File: src/rtl/vm_change_dispenser_pkg.sv
// Shared definitions for the vending machine change dispenser: state encoding
// and the default coin set / timeout used by vm_change_dispenser.
package vm_change_dispenser_pkg;

  typedef enum logic [1:0] {
    kStIdle   = 2'd0,
    kStHold   = 2'd1,
    kStReturn = 2'd2
  } state_e;

  localparam int unsigned DefNumCoins = 3;
  localparam int unsigned DefBalW     = 16;
  localparam int unsigned DefTimerW   = 32;
  localparam int unsigned DefTimeout  = 100;

  // Packed coin values, index 0 in the low bits, strictly ascending.
  localparam logic [DefNumCoins*DefBalW-1:0] DefCoinValues = {16'd1000, 16'd500, 16'd100};

endpackage

File: src/rtl/vm_change_dispenser_if.sv
// Signal bundle between vm_change_dispenser (slave) and the surrounding
// coin front end, dispense FSM and coin-return actuator (master).
interface vm_change_dispenser_if
  import vm_change_dispenser_pkg::*;
#(
  parameter int unsigned NUM_COINS = DefNumCoins,
  parameter int unsigned BAL_W     = DefBalW,
  parameter int unsigned TIMER_W   = DefTimerW
);
  logic                 i_coin_valid;
  logic [NUM_COINS-1:0] i_coin_sel;
  logic                 o_coin_accept;
  logic                 i_activity;
  logic                 i_debit_valid;
  logic [BAL_W-1:0]     i_debit_amt;
  logic                 o_debit_ok;
  logic                 o_debit_fail;
  logic                 i_return_req;
  logic                 o_ret_valid;
  logic [NUM_COINS-1:0] o_ret_coin;
  logic                 i_ret_ready;
  logic [BAL_W-1:0]     o_balance;
  logic [TIMER_W-1:0]   o_wait_time;
  logic                 o_busy;
  logic                 o_residual;

  modport master (
    output i_coin_valid, i_coin_sel, i_activity, i_debit_valid, i_debit_amt,
           i_return_req, i_ret_ready,
    input  o_coin_accept, o_debit_ok, o_debit_fail, o_ret_valid, o_ret_coin,
           o_balance, o_wait_time, o_busy, o_residual
  );

  modport slave (
    input  i_coin_valid, i_coin_sel, i_activity, i_debit_valid, i_debit_amt,
           i_return_req, i_ret_ready,
    output o_coin_accept, o_debit_ok, o_debit_fail, o_ret_valid, o_ret_coin,
           o_balance, o_wait_time, o_busy, o_residual
  );
endinterface

File: src/rtl/vm_change_dispenser_coin_picker.sv
// vm_coin_picker: combinational greedy selector returning the largest coin
// whose value fits in the balance, or a none-fits flag.
module vm_coin_picker
  import vm_change_dispenser_pkg::*;
#(
  parameter int unsigned                   NUM_COINS   = DefNumCoins,
  parameter int unsigned                   BAL_W       = DefBalW,
  parameter logic [NUM_COINS*BAL_W-1:0]    COIN_VALUES = DefCoinValues
) (
  input  logic [BAL_W-1:0]     balance_i,
  output logic [NUM_COINS-1:0] coin_o,
  output logic                 none_fits_o
);

  always_comb begin
    // NOTE: every output gets a default before the loop so no path leaves it
    // unassigned, which would otherwise infer a latch.
    coin_o      = '0;
    none_fits_o = 1'b1;
    // Ascending scan: the last fitting coin is the largest one.
    for (int i = 0; i < NUM_COINS; i++) begin
      if (COIN_VALUES[i*BAL_W +: BAL_W] <= balance_i) begin
        coin_o      = '0;
        coin_o[i]   = 1'b1;
        none_fits_o = 1'b0;
      end
    end
  end

endmodule

File: src/rtl/vm_change_dispenser.sv
// Customer balance keeper with inactivity timeout and greedy change return.
// Timer-driven auto return is compiled only when VM_AUTO_RETURN_EN is defined.
module vm_change_dispenser
  import vm_change_dispenser_pkg::*;
#(
  parameter int unsigned                NUM_COINS   = DefNumCoins,
  parameter int unsigned                BAL_W       = DefBalW,
  parameter int unsigned                TIMER_W     = DefTimerW,
  parameter int unsigned                TIMEOUT     = DefTimeout,
  parameter logic [NUM_COINS*BAL_W-1:0] COIN_VALUES = DefCoinValues
) (
  input  logic                  clk,
  input  logic                  reset,
  vm_change_dispenser_if.slave  bus
);

  state_e               state_q, state_d;
  logic [BAL_W-1:0]     balance_q, balance_d;
  logic                 ret_valid_q, ret_valid_d;
  logic [NUM_COINS-1:0] ret_coin_q, ret_coin_d;
  logic                 coin_accept_q, coin_accept_d;
  logic                 debit_ok_q, debit_ok_d;
  logic                 debit_fail_q, debit_fail_d;
  logic                 residual_q, residual_d;

  logic [BAL_W-1:0]     coin_val, ret_val, debit_sub, net_bal;
  logic [BAL_W:0]       sum_no_coin, sum_w_coin;
  logic                 coin_ok, coin_take, debit_ok, timeout;
  logic [NUM_COINS-1:0] pick_coin;
  logic                 none_fits;

  vm_coin_picker #(
    .NUM_COINS   (NUM_COINS),
    .BAL_W       (BAL_W),
    .COIN_VALUES (COIN_VALUES)
  ) u_picker (
    .balance_i   (balance_q),
    .coin_o      (pick_coin),
    .none_fits_o (none_fits)
  );

  always_comb begin
    coin_val = '0;
    ret_val  = '0;
    for (int i = 0; i < NUM_COINS; i++) begin
      if (bus.i_coin_sel[i]) coin_val |= COIN_VALUES[i*BAL_W +: BAL_W];
      if (ret_coin_q[i])     ret_val  |= COIN_VALUES[i*BAL_W +: BAL_W];
    end
  end

  // Debit is judged on the old balance; overflow is judged on the net result.
  assign coin_ok     = bus.i_coin_valid && $onehot(bus.i_coin_sel) && (state_q != kStReturn);
  assign debit_ok    = bus.i_debit_valid && (state_q == kStHold) && (bus.i_debit_amt <= balance_q);
  assign debit_sub   = debit_ok ? bus.i_debit_amt : '0;
  assign sum_no_coin = {1'b0, balance_q} - {1'b0, debit_sub};
  assign sum_w_coin  = sum_no_coin + {1'b0, coin_val};
  assign coin_take   = coin_ok && !sum_w_coin[BAL_W];
  assign net_bal     = coin_take ? sum_w_coin[BAL_W-1:0] : sum_no_coin[BAL_W-1:0];

  always_comb begin
    state_d       = state_q;
    balance_d     = balance_q;
    ret_valid_d   = ret_valid_q;
    ret_coin_d    = ret_coin_q;
    coin_accept_d = 1'b0;
    debit_ok_d    = debit_ok;
    debit_fail_d  = bus.i_debit_valid && !debit_ok;
    residual_d    = 1'b0;
    unique case (state_q)
      kStIdle: begin
        coin_accept_d = coin_take;
        balance_d     = net_bal;
        if (coin_take) state_d = kStHold;
      end
      kStHold: begin
        coin_accept_d = coin_take;
        balance_d     = net_bal;
        if (net_bal == '0)                    state_d = kStIdle;
        else if (bus.i_return_req || timeout) state_d = kStReturn;
      end
      kStReturn: begin
        if (ret_valid_q) begin
          if (bus.i_ret_ready) begin
            balance_d   = balance_q - ret_val;
            ret_valid_d = 1'b0;
            ret_coin_d  = '0;
          end
        end else if (none_fits) begin
          balance_d  = '0;
          residual_d = |balance_q;
          state_d    = kStIdle;
        end else begin
          ret_valid_d = 1'b1;
          ret_coin_d  = pick_coin;
        end
      end
      default: state_d = kStIdle;
    endcase
  end

  // NOTE: sequential state uses non-blocking assignments so every register
  // samples the pre-edge values regardless of statement order.
  always_ff @(posedge clk or posedge reset) begin
    if (reset) begin
      state_q       <= kStIdle;
      balance_q     <= '0;
      ret_valid_q   <= 1'b0;
      ret_coin_q    <= '0;
      coin_accept_q <= 1'b0;
      debit_ok_q    <= 1'b0;
      debit_fail_q  <= 1'b0;
      residual_q    <= 1'b0;
    end else begin
      state_q       <= state_d;
      balance_q     <= balance_d;
      ret_valid_q   <= ret_valid_d;
      ret_coin_q    <= ret_coin_d;
      coin_accept_q <= coin_accept_d;
      debit_ok_q    <= debit_ok_d;
      debit_fail_q  <= debit_fail_d;
      residual_q    <= residual_d;
    end
  end

`ifdef VM_AUTO_RETURN_EN
  logic [TIMER_W-1:0] timer_q, timer_d;
  logic               reload;

  assign reload  = coin_take || bus.i_activity || debit_ok;
  assign timeout = (state_q == kStHold) && !reload && (timer_q <= TIMER_W'(1));

  // Timer only runs while the next state is HOLD; it reads 0 elsewhere.
  always_comb begin
    timer_d = '0;
    if (state_d == kStHold) timer_d = reload ? TIMER_W'(TIMEOUT) : timer_q - TIMER_W'(1);
  end

  always_ff @(posedge clk or posedge reset) begin
    if (reset) timer_q <= '0;
    else       timer_q <= timer_d;
  end

  assign bus.o_wait_time = timer_q;
`else
  logic unused_activity;

  assign timeout         = 1'b0;
  assign bus.o_wait_time = '0;
  assign unused_activity = bus.i_activity ^ (TIMEOUT == 0);
`endif

  assign bus.o_coin_accept = coin_accept_q;
  assign bus.o_debit_ok    = debit_ok_q;
  assign bus.o_debit_fail  = debit_fail_q;
  assign bus.o_ret_valid   = ret_valid_q;
  assign bus.o_ret_coin    = ret_coin_q;
  assign bus.o_balance     = balance_q;
  assign bus.o_busy        = (state_q == kStReturn);
  assign bus.o_residual    = residual_q;

endmodule

File: src/flat_wrapper.sv
// flat-port wrapper written by rule: the top's interface ports become plain ports
module vm_change_dispenser_flat import vm_change_dispenser_pkg::*;
#(
  parameter int unsigned                NUM_COINS   = DefNumCoins,
  parameter int unsigned                BAL_W       = DefBalW,
  parameter int unsigned                TIMER_W     = DefTimerW,
  parameter int unsigned                TIMEOUT     = DefTimeout,
  parameter logic [NUM_COINS*BAL_W-1:0] COIN_VALUES = DefCoinValues
)
  (clk, reset, bus_i_coin_valid, bus_i_coin_sel, bus_i_activity, bus_i_debit_valid, bus_i_debit_amt, bus_i_return_req, bus_i_ret_ready, bus_o_coin_accept, bus_o_debit_ok, bus_o_debit_fail, bus_o_ret_valid, bus_o_ret_coin, bus_o_balance, bus_o_wait_time, bus_o_busy, bus_o_residual);
  vm_change_dispenser_if #(.NUM_COINS(NUM_COINS), .BAL_W(BAL_W), .TIMER_W(TIMER_W)) bus_i ();
  input  logic clk;
  input  logic reset;
  input wire logic [$bits(bus_i.i_coin_valid)-1:0] bus_i_coin_valid;
  input wire logic [$bits(bus_i.i_coin_sel)-1:0] bus_i_coin_sel;
  input wire logic [$bits(bus_i.i_activity)-1:0] bus_i_activity;
  input wire logic [$bits(bus_i.i_debit_valid)-1:0] bus_i_debit_valid;
  input wire logic [$bits(bus_i.i_debit_amt)-1:0] bus_i_debit_amt;
  input wire logic [$bits(bus_i.i_return_req)-1:0] bus_i_return_req;
  input wire logic [$bits(bus_i.i_ret_ready)-1:0] bus_i_ret_ready;
  output wire logic [$bits(bus_i.o_coin_accept)-1:0] bus_o_coin_accept;
  output wire logic [$bits(bus_i.o_debit_ok)-1:0] bus_o_debit_ok;
  output wire logic [$bits(bus_i.o_debit_fail)-1:0] bus_o_debit_fail;
  output wire logic [$bits(bus_i.o_ret_valid)-1:0] bus_o_ret_valid;
  output wire logic [$bits(bus_i.o_ret_coin)-1:0] bus_o_ret_coin;
  output wire logic [$bits(bus_i.o_balance)-1:0] bus_o_balance;
  output wire logic [$bits(bus_i.o_wait_time)-1:0] bus_o_wait_time;
  output wire logic [$bits(bus_i.o_busy)-1:0] bus_o_busy;
  output wire logic [$bits(bus_i.o_residual)-1:0] bus_o_residual;
  assign bus_i.i_coin_valid = bus_i_coin_valid;
  assign bus_i.i_coin_sel = bus_i_coin_sel;
  assign bus_i.i_activity = bus_i_activity;
  assign bus_i.i_debit_valid = bus_i_debit_valid;
  assign bus_i.i_debit_amt = bus_i_debit_amt;
  assign bus_i.i_return_req = bus_i_return_req;
  assign bus_i.i_ret_ready = bus_i_ret_ready;
  assign bus_o_coin_accept = bus_i.o_coin_accept;
  assign bus_o_debit_ok = bus_i.o_debit_ok;
  assign bus_o_debit_fail = bus_i.o_debit_fail;
  assign bus_o_ret_valid = bus_i.o_ret_valid;
  assign bus_o_ret_coin = bus_i.o_ret_coin;
  assign bus_o_balance = bus_i.o_balance;
  assign bus_o_wait_time = bus_i.o_wait_time;
  assign bus_o_busy = bus_i.o_busy;
  assign bus_o_residual = bus_i.o_residual;
  vm_change_dispenser #(.NUM_COINS(NUM_COINS), .BAL_W(BAL_W), .TIMER_W(TIMER_W), .TIMEOUT(TIMEOUT), .COIN_VALUES(COIN_VALUES)) u_core (.clk(clk), .reset(reset), .bus(bus_i));
endmodule
File: config.mk
export PLATFORM = sky130hd
export DESIGN_NAME = vm_change_dispenser_flat
export DESIGN_NICKNAME = d
export VERILOG_FILES = /design/src/rtl/vm_change_dispenser_pkg.sv /design/src/rtl/vm_change_dispenser_if.sv /design/src/rtl/vm_change_dispenser_coin_picker.sv /design/src/rtl/vm_change_dispenser.sv /design/src/flat_wrapper.sv
export SDC_FILE = /design/constraint.sdc
export NUM_CORES = 1
export LEC_CHECK = 0
export ABC_AREA = 1
export CAP_MARGIN = 10
export CORE_ASPECT_RATIO = 0.9
export CORE_MARGIN = 5
export CORE_UTILIZATION = 32
export DETAILED_ROUTE_END_ITERATION = 8
export GPL_ROUTABILITY_DRIVEN = 0
export GPL_TIMING_DRIVEN = 0
export PLACE_DENSITY = 0.51
export SLEW_MARGIN = 0
export SYNTH_ARGS = -nofsm -noshare
export SYNTH_HDL_FRONTEND = slang
export SYNTH_SLANG_ARGS = --single-unit
File: constraint.sdc
create_clock -name clk -period 9.1 [get_ports clk]
set_clock_uncertainty 0.2 [all_clocks]
set_input_delay 2.275 -clock clk [delete_from_list [all_inputs] [get_ports clk]]
set_output_delay 2.275 -clock clk [all_outputs]
set_load 0.005 [all_outputs]
* Word level (Yosys, flattened, before mapping)
Index checks and enable logic that the tools add are counted.
Cells by class: $add $sub $neg 5, $lt $le $gt $ge 4, eq/ne operators 12, muxes and demuxes 34, reductions and logical operators 16
Operators with widths (number):
- 16-bit two-way mux | 5
- 16-bit one-hot mux with 2 select lines | 1
- 10-bit two-way mux | 2
- 9-bit two-way mux | 2
- 17-bit by 16-bit adder with 17-bit output | 1
- 16-bit by 16-bit subtractor with 17-bit output | 1
- 10-bit by 16-bit <= comparator with 1-bit output, first input constant | 1
- 16-bit <= comparator | 1
- 7-bit by 16-bit <= comparator with 1-bit output, first input constant | 1
- 9-bit by 16-bit <= comparator with 1-bit output, first input constant | 1
- 16-bit zero test | 1
- 16-bit OR reduction | 1
- 16-bit subtractor | 1
- 3-bit two-way mux | 5
- 7-bit two-way mux | 2
- 1-bit two-way mux | 11
- 2-bit two-way mux | 5
- 1-bit logical AND | 6
- 2-bit by 1-bit inequality test with 1-bit output, second input constant | 3
- 2-bit inequality test, second input constant | 3
- 3-bit inequality test, second input constant | 2
- 2-bit one-hot mux with 3 select lines | 1
- 3-bit AND reduction | 2
- 2-bit by 1-bit equality test with 1-bit output, second input constant | 2
- other kinds (9) | 10
Storage, ports and cells: flip-flop bits (word level) 26, bits of input ports 26, output and inout bits 57, word-level logic and storage cells 79

* Depth between registers and ports, before layout
Gate-level depths: netlist of run 1.
depth in word-level cells 12, gate-level depth with buffers 41, depth with buffers taken out 40

* By module
A second synthesis of run 1 with hierarchy kept.
Second synthesis, totals: cell total of the unflattened synthesis 719, area total of the unflattened synthesis 4345.4 um^2
By module, submodules not included:
- vm_change_dispenser | instances 1, cells each 661, area an instance 4105.2 um^2, sequential area each 650.6 um^2
- vm_coin_picker | instances 1, cells each 58, area an instance 240.2 um^2, sequential area each 0.0 um^2

* Worst setup path before layout of run 1
OpenSTA, ideal clock, no wires.
kind input -> register, start in bus_i_debit_amt[1], end reg u_core.state_q[0], arrival 6461 ps, data required time 8779 ps, path slack 2318 ps, stages 37, path buffers 2, path through ha_1 -> a21oi_1 -> nor2_1 -> a211oi_1 -> o221ai_1 -> nand2_1 -> o2111ai_1 -> nand2_1 -> nand2_1 -> clkinv_1 -> clkbuf_1 -> nand2_1 -> ha_1 -> nand2_1 -> clkinv_1 -> a21oi_1 -> nand2_1 -> xor2_1 -> ha_1 -> nand3_1 -> nand2_1 -> nand3_1 -> nand2_1 -> nand3_1 -> nor2_1 -> nand3_2 -> nand2_1 -> nand3_2 -> buf_6 -> nand2_1 -> nand2_1 -> nor2_1 -> nand2_1 -> nor2_1 -> nand2_1 -> nand3_1 -> o21ai_1
Between the ends: cells in the longest elaborated chain, start to end 11
Ends and longest elaborated chain:
- from (decl) | RTL line flat_wrapper.sv:18 | input wire logic [$bits(bus_i.i_debit_amt)-1:0] bus_i_debit_amt;
- 16-bit <= comparator (*) | RTL line vm_change_dispenser.sv:53 | assign debit_ok = bus.i_debit_valid && (state_q == kStHold) && (bus.i_debit_amt <= balance_q);
- 1-bit logical AND (*) | RTL line vm_change_dispenser.sv:53
- via u_core.debit_ok | RTL line vm_change_dispenser.sv:28 | logic coin_ok, coin_take, debit_ok, timeout;
- 16-bit two-way mux (*) | RTL line vm_change_dispenser.sv:54 | assign debit_sub = debit_ok ? bus.i_debit_amt : '0;
- 16-bit by 16-bit subtractor with 17-bit output (*) | RTL line vm_change_dispenser.sv:55 | assign sum_no_coin = {1'b0, balance_q} - {1'b0, debit_sub};
- 17-bit by 16-bit adder with 17-bit output | RTL line vm_change_dispenser.sv:56 | assign sum_w_coin = sum_no_coin + {1'b0, coin_val};
- 1-bit zero test | RTL line vm_change_dispenser.sv:57 | assign coin_take = coin_ok && !sum_w_coin[BAL_W];
- 1-bit logical AND | RTL line vm_change_dispenser.sv:57
- 16-bit two-way mux | RTL line vm_change_dispenser.sv:58 | assign net_bal = coin_take ? sum_w_coin[BAL_W-1:0] : sum_no_coin[BAL_W-1:0];
- 16-bit zero test | RTL line vm_change_dispenser.sv:78 | if (net_bal == '0) state_d = kStIdle;
- 3-bit inequality test (no line) / 2-bit two-way mux (equally long branches)
- 4-bit AND reduction (no line) / 2-bit one-hot mux with 3 select lines (equally long branches)
- to (signal assigned) | RTL line vm_change_dispenser.sv:105 | state_q <= kStIdle;
- to (signal assigned) | RTL line vm_change_dispenser.sv:114 | state_q <= state_d;
- to (decl) | RTL line vm_change_dispenser.sv:17 | state_e state_q, state_d;
Mark *: on every way through the listed nets, which the timed path passes. The rest lies on a longest branch. A chain may end at the register's enable or synchronous reset.

* Final worst setup path of run 1
start in bus_i_debit_amt[1], end reg u_core.state_q[1]
The elaborated chain is that of the path after synthesis.

==> flow_summary.toml, run 1 <==
[critical_path]
crit_family = "simple AND/OR/NAND/NOR gates"
end_kind = "flop"
cpMaxStageDelayCell = "clkdlybuf4s50_1"
cp.arrival_ns = 8.47
cp_slowest_stage_delay_ns = 0.50
critPathMostFrequentCell = "nand2_1"
startpoint_type = "input port"
worstPathRequired_ns = 9.06
path_buf_inv = 5
critPathKind = "input port to flop"
critPathMaxFanout = 10

[power_and_ir_drop]
leakagePower_uw = 0.002723
ir_drop_mv = 0.1405
clockPowerShare = 0.045
seq_power_share = 0.107
p_sw_frac = 0.5866
power_density_nw_per_um2 = 433.7
p_comb_frac = 0.849
p_switching_uw = 1324
intPower_uw = 932.7

[timing]
setup_viol = 0
rsz0062_at_grt = "no"
period_share = 0.9354
relSlewSlack = 0.2297
tightest_slew_ns = 1.151
slew_viol_final = 0
min_period_ns = 8.512
hold_violations = 0
setup_tns_ns = 0
fmax_mhz = 117.5

[place]
place_hpwl_um = 11530
dpl.cell_count = 943
place_area_sq_um = 5100
io_buffers = 49

[floorplan]
io_pins = 83
fp.dieW_um = 131.9
initial_core_util = 0.3241
chipHeight_um = 119.8
dieArea_sq_um = 15800
core_sq_um = 13210
std_cell_rows = 40

[cts]
numCtsBuffers = 3
clk_latency_ns = 0.26
cts_sinks = 26
cts_root_buffer = "clkbuf_16"
cts_resized = 0
cts_setup_buffers = 0
clk_pin_slew_ns = 0.07
cts_hold_buf = 0
htree_levels = 1
cts_tree = "built"
cts_max_path_buffers = 2

[logic_synthesis]
synth-seq-cells = 26
synthCells = 695
synthAdderAreaFrac = 0.1618
synth_xor_area_frac = 0.03067
yosysWarnings = 0
synth_top_family_by_area = "simple AND/OR/NAND/NOR gates"
ys.flop_type = "dfrtp_1"
synthDistinctLibCells = 43
syn_area_per_cell_sq_um = 6.162
synth_mux_area_frac = 0
ys_seq_area_frac = 0.1519
syn_area_sq_um = 4283
synth_edf_count = 0
synth_compound_area_frac = 0.1043
yosys.area_share.simple = 0.3900
async_reset_ff_frac = 1.000

[cells_and_area]
final_cell_mix = "197 x nand2_1, 97 x inv_1, 64 x nor2_1"
fin_util = 0.3938
final_cells = 947
n_antenna_cell = 0
nets = 860
final_common_cell = "nand2_1"
area_growth_pct = 21.47
final_layout_size_suffix_gt1_frac = 0.1078
final_cell_area_sq_um = 5202

[global_route]
grt_max_degree = 27
antenna_found_initial = 0
grt_pass1_vias = 4069
grt_pass1_wl_um = 21400
grt_overflow = 0
grt_util_all_layers = 0.1640

[route]
drcViolationCount = 0
vias_per_cell = 4.709
drtPass1Iterations = 5
initialDrtViolationCount = 307
detail-route-antenna-nets = 0
wire_per_inst_um = 14.24
vias = 4459
finalWirelength_um = 13480

[run_status]
status = "finished, final reports clean"

[job]
drv_cap = 0

[worst_hold_path]
hold_class = "flop to flop"
[synthesized netlist by cell type (3+ instances only)]
cell type / instances / area [sq um]
nand2_1: 197 / 739.5
a31oi_1: 10 / 62.56
buf_4: 33 / 247.7
nor3_1: 11 / 55.05
clkbuf_1: 4 / 15.01
nor2_2: 6 / 37.54
or2_2: 6 / 37.54
inv_2: 3 / 11.26
inv_1: 97 / 364.1
ha_1: 49 / 613.1
o31ai_1: 3 / 22.52
nand3_2: 7 / 70.07
xor2_1: 12 / 105.1
dfrtp_1: 26 / 650.6
nand3_1: 50 / 250.2
fa_1: 4 / 80.08
nand2_2: 15 / 93.84
o21ai_0: 21 / 105.1
nor2_1: 64 / 240.2
a21oi_1: 34 / 170.2
nand4_1: 14 / 87.58
xnor2_1: 3 / 26.28
[per-stage QoR]
step           worst slack [ns]  power, uW  hold slack [ns]
2_1_floorplan             2.318       1618           0.2453
3_3_place_gp             0.4061       2117           0.2821
3_5_place_dp             0.4222       2143           0.3029
4_1_cts                  0.6778       2257           0.3043
5_1_grt                  0.1374       2535           0.3346
6_report                 0.5877       2256           0.3090
[cell families after synthesis]
kind of cell    count (synthesis)
simple gates                  377
buf+inv                       144
compound gates                 79
fa+ha+maj                      53
flops                          26
xor+xnor                       15
other cells                     1
[layer usage]
layer,part of all wire,wire (um),global-route usage,vias to the layer above
met5,0,0,0,-
met4,0.0068,92,0.01157,0
met3,0.045,607,0.03018,8
met2,0.43,5825,0.2592,109
met1,0.52,6957,0.2423,1991
li1,-,-,-,2351
[final cells by class]
type                       count  area [sq um]
buffer                        41         299.0
multi-input combinational    556          3062
sequential                    26         650.6
inverter                     103         387.9
clock buffer                   3         75.07
tap                          168         210.2
timing repair buffer          50         518.0
fill                        1447          8010
[power by group through the flow]
stage / registers, uW / logic [uW] / clock network (uW)
3_5_place_dp: 245 / 1900 / 0
5_1_grt: 248 / 2180 / 108
2_1_floorplan: 221 / 1400 / 0
3_3_place_gp: 245 / 1870 / 0
6_report: 241 / 1910 / 101
4_1_cts: 242 / 1910 / 104
[registers in the layout, summed over array words and instances (netlist names)]
name / flops
u_core.bus.o_balance: 16
u_core.bus.o_coin_accept: 1
u_core.bus.o_debit_fail: 1
u_core.bus.o_debit_ok: 1
u_core.bus.o_residual: 1
u_core.bus.o_ret_coin: 3
u_core.bus.o_ret_valid: 1
u_core.state_q: 2
[path summary, 6_finish.rpt]
kind                                         start  slack [ns]  depth (start not counted)                       end
setup / recovery                bus_i_debit_amt[1]        0.59                         38         u_core.state_q[1]
hold / removal                   u_core.state_q[1]        0.31                          1  u_core.bus.o_coin_accept
setup reg to reg           u_core.bus.o_balance[3]        2.41                         38         u_core.state_q[1]
hold reg to reg                  u_core.state_q[1]        0.31                          1  u_core.bus.o_coin_accept
max in group asynchronous                    reset        6.18                          3   u_core.bus.o_balance[8]
min in group asynchronous                    reset        2.09                          2   u_core.bus.o_balance[5]
No activity file was read; power rests on OpenSTA's default activity.
==> run 2, diff against run 1 <==
Settings changed: ABC_CLOCK_PERIOD_IN_PS set to 9100, PLACE_DENSITY 0.51 to 0.61.
==> run 2 against run 1 <==
Maximum frequency is essentially flat. Sequential share of layout area is essentially flat. Clock power grew 11%. Register-to-register slack is essentially flat. Global-route usage shrank 0.86 points. Worst hold slack lost 0.033 ns. Combinational power is essentially flat. Cell count is the same. Power shrank 1.2%. Non-clock buffer count shrank 1. Flip-flop and latch count is the same. Largest cell class unchanged.
==> flow_summary.toml, run 2 (synthesized netlist as in run 1, its figures left out) <==
[run_status]
status = "finished, final reports clean"

[critical_path]
worstReg2RegStart = "u_core.bus.o_balance[3]"
cp.arrival_ns = 8.48
crit_start = "bus_i_debit_amt[1]"
critPathMaxFanout = 10
critPathMostFrequentCell = "nand2_1"
worstPathRequired_ns = 9.06
critPathKind = "input port to flop"
rrSetupSlack_ns = 2.41
cpMaxStageDelayCell = "clkbuf_1"
reg2reg_depth = 38
cp_slowest_stage_delay_ns = 0.46
end_kind = "flop"
r2r_end = "u_core.state_q[0]"
startpoint_type = "input port"

[timing]
setup_viol = 0
relSlewSlack = 0.2506
min_period_ns = 8.520
hold_violations = 0
rsz0062_at_grt = "no"
setup_tns_ns = 0
period_share = 0.9362
tightest_slew_ns = 1.120
fin_ws_ns = 0.5805
slew_viol_final = 0
fmax_mhz = 117.4

[cells_and_area]
final_layout_size_suffix_gt1_frac = 0.1078
final_cell_mix = "197 x nand2_1, 97 x inv_1, 64 x nor2_1"
regArea_sq_um = 650.6
multi_input_area_sq_um = 3062
area_growth_pct = 21.15
final.fill_count = 1479
largest_reg_flops = 16
n_antenna_cell = 0
final_common_cell = "nand2_1"
final_cells = 947
nets = 859

[floorplan]
std_cell_rows = 40
dieArea_sq_um = 15800
core_sq_um = 13210
io_pins = 83
initial_core_util = 0.3241
fp.dieW_um = 131.9
chipHeight_um = 119.8

[cts]
clk_pin_slew_ns = 0.07
cts_resized = 0
cts_tree = "built"
cts_setup_buffers = 0
cts_sinks = 26
clk_latency_ns = 0.27
htree_levels = 1
cts_max_path_buffers = 2
cts_root_buffer = "clkbuf_16"
numCtsBuffers = 3
cts_hold_buf = 0

[worst_hold_path]
holdPathEnd = "u_core.bus.o_coin_accept"
min-delay-start = "u_core.state_q[1]"
hold_class = "flop to flop"
hold_path_depth = 1

[place]
dpl.cell_count = 943
io_buffers = 49
place_hpwl_um = 10710
preCtsSetupSlack_ns = 0.3931

[power_and_ir_drop]
leakagePower_uw = 0.002718
ir_drop_mv = 0.1198
clockPowerShare = 0.050
intPower_uw = 939.0
power_density_nw_per_um2 = 429.6
p_sw_frac = 0.5787
seq_power_share = 0.107
p_switching_uw = 1290
p_comb_frac = 0.843

[route]
initialDrtViolationCount = 368
wire_per_inst_um = 13.36
detail-route-antenna-nets = 0
vias_per_cell = 4.579
drcViolationCount = 0
vias = 4336
finalWirelength_um = 12650
drtPass1Iterations = 5

[job]
drv_cap = 0

[global_route]
grt_util_all_layers = 0.1555
grt_pass1_vias = 3935
grt_max_degree = 27
grt_overflow = 0
grt_pass1_wl_um = 20340
antenna_found_initial = 0
## run 2: power groups by stage
stage / registers, uW / logic (uW) / clock network, uW
final: 239 / 1880 / 112
after floorplan: 221 / 1400 / 0
after global routing: 247 / 2150 / 117
after global placement: 244 / 1860 / 0
after CTS: 240 / 1880 / 112
after detailed placement: 242 / 1860 / 0
## run 2: worst max-delay path by stage
stage / end / slack (ns) / cells after the start
2_1_floorplan: u_core.state_q[0] / 2.32 / 37
3_3_place_gp: u_core.state_q[0] / 0.40 / 38
3_5_place_dp: u_core.state_q[0] / 0.39 / 38
4_1_cts: u_core.state_q[0] / 0.66 / 38
5_1_grt: u_core.state_q[0] / 0.03 / 38
6_report: u_core.state_q[0] / 0.58 / 38
## run 2: final cells by class
type | instances | share of cell area
plain buffers | 41 | 0.05763
clock buffers | 4 | 0.01712
inverters | 103 | 0.07475
multi-input cells | 556 | 0.5901
flip-flops and latches | 26 | 0.1254
well taps | 168 | 0.04051
repair buffers | 49 | 0.09453
## run 2: layer usage
metal,track usage,up-vias,share of wire
li1,-,2344,-
met1,0.2403,1871,0.52
met2,0.2345,115,0.42
met3,0.02389,6,0.056
met4,0.01414,0,0.0062
met5,0,-,0
## run 2: per-stage QoR
stage	power, uW	area [sq um]	hold WS, ns	utilization
CTS	2228	5189	0.2765	0.3927
global route	2510	5189	0.3016	0.3927
finish	2229	5189	0.2757	0.3927
global placement	2100	5100	0.2735	0.3860
floorplan	1618	4399	0.2453	-
detailed placement	2106	5100	0.2667	0.3860
## run 2: worst max-delay path: cells and delay by family
kind | cells | cell delay, ns
compound gates | 6 | 0.94
simple gates | 23 | 2.60
fa+ha+maj | 3 | 1.05
xor+xnor | 1 | 0.20
buf+inv | 5 | 1.41
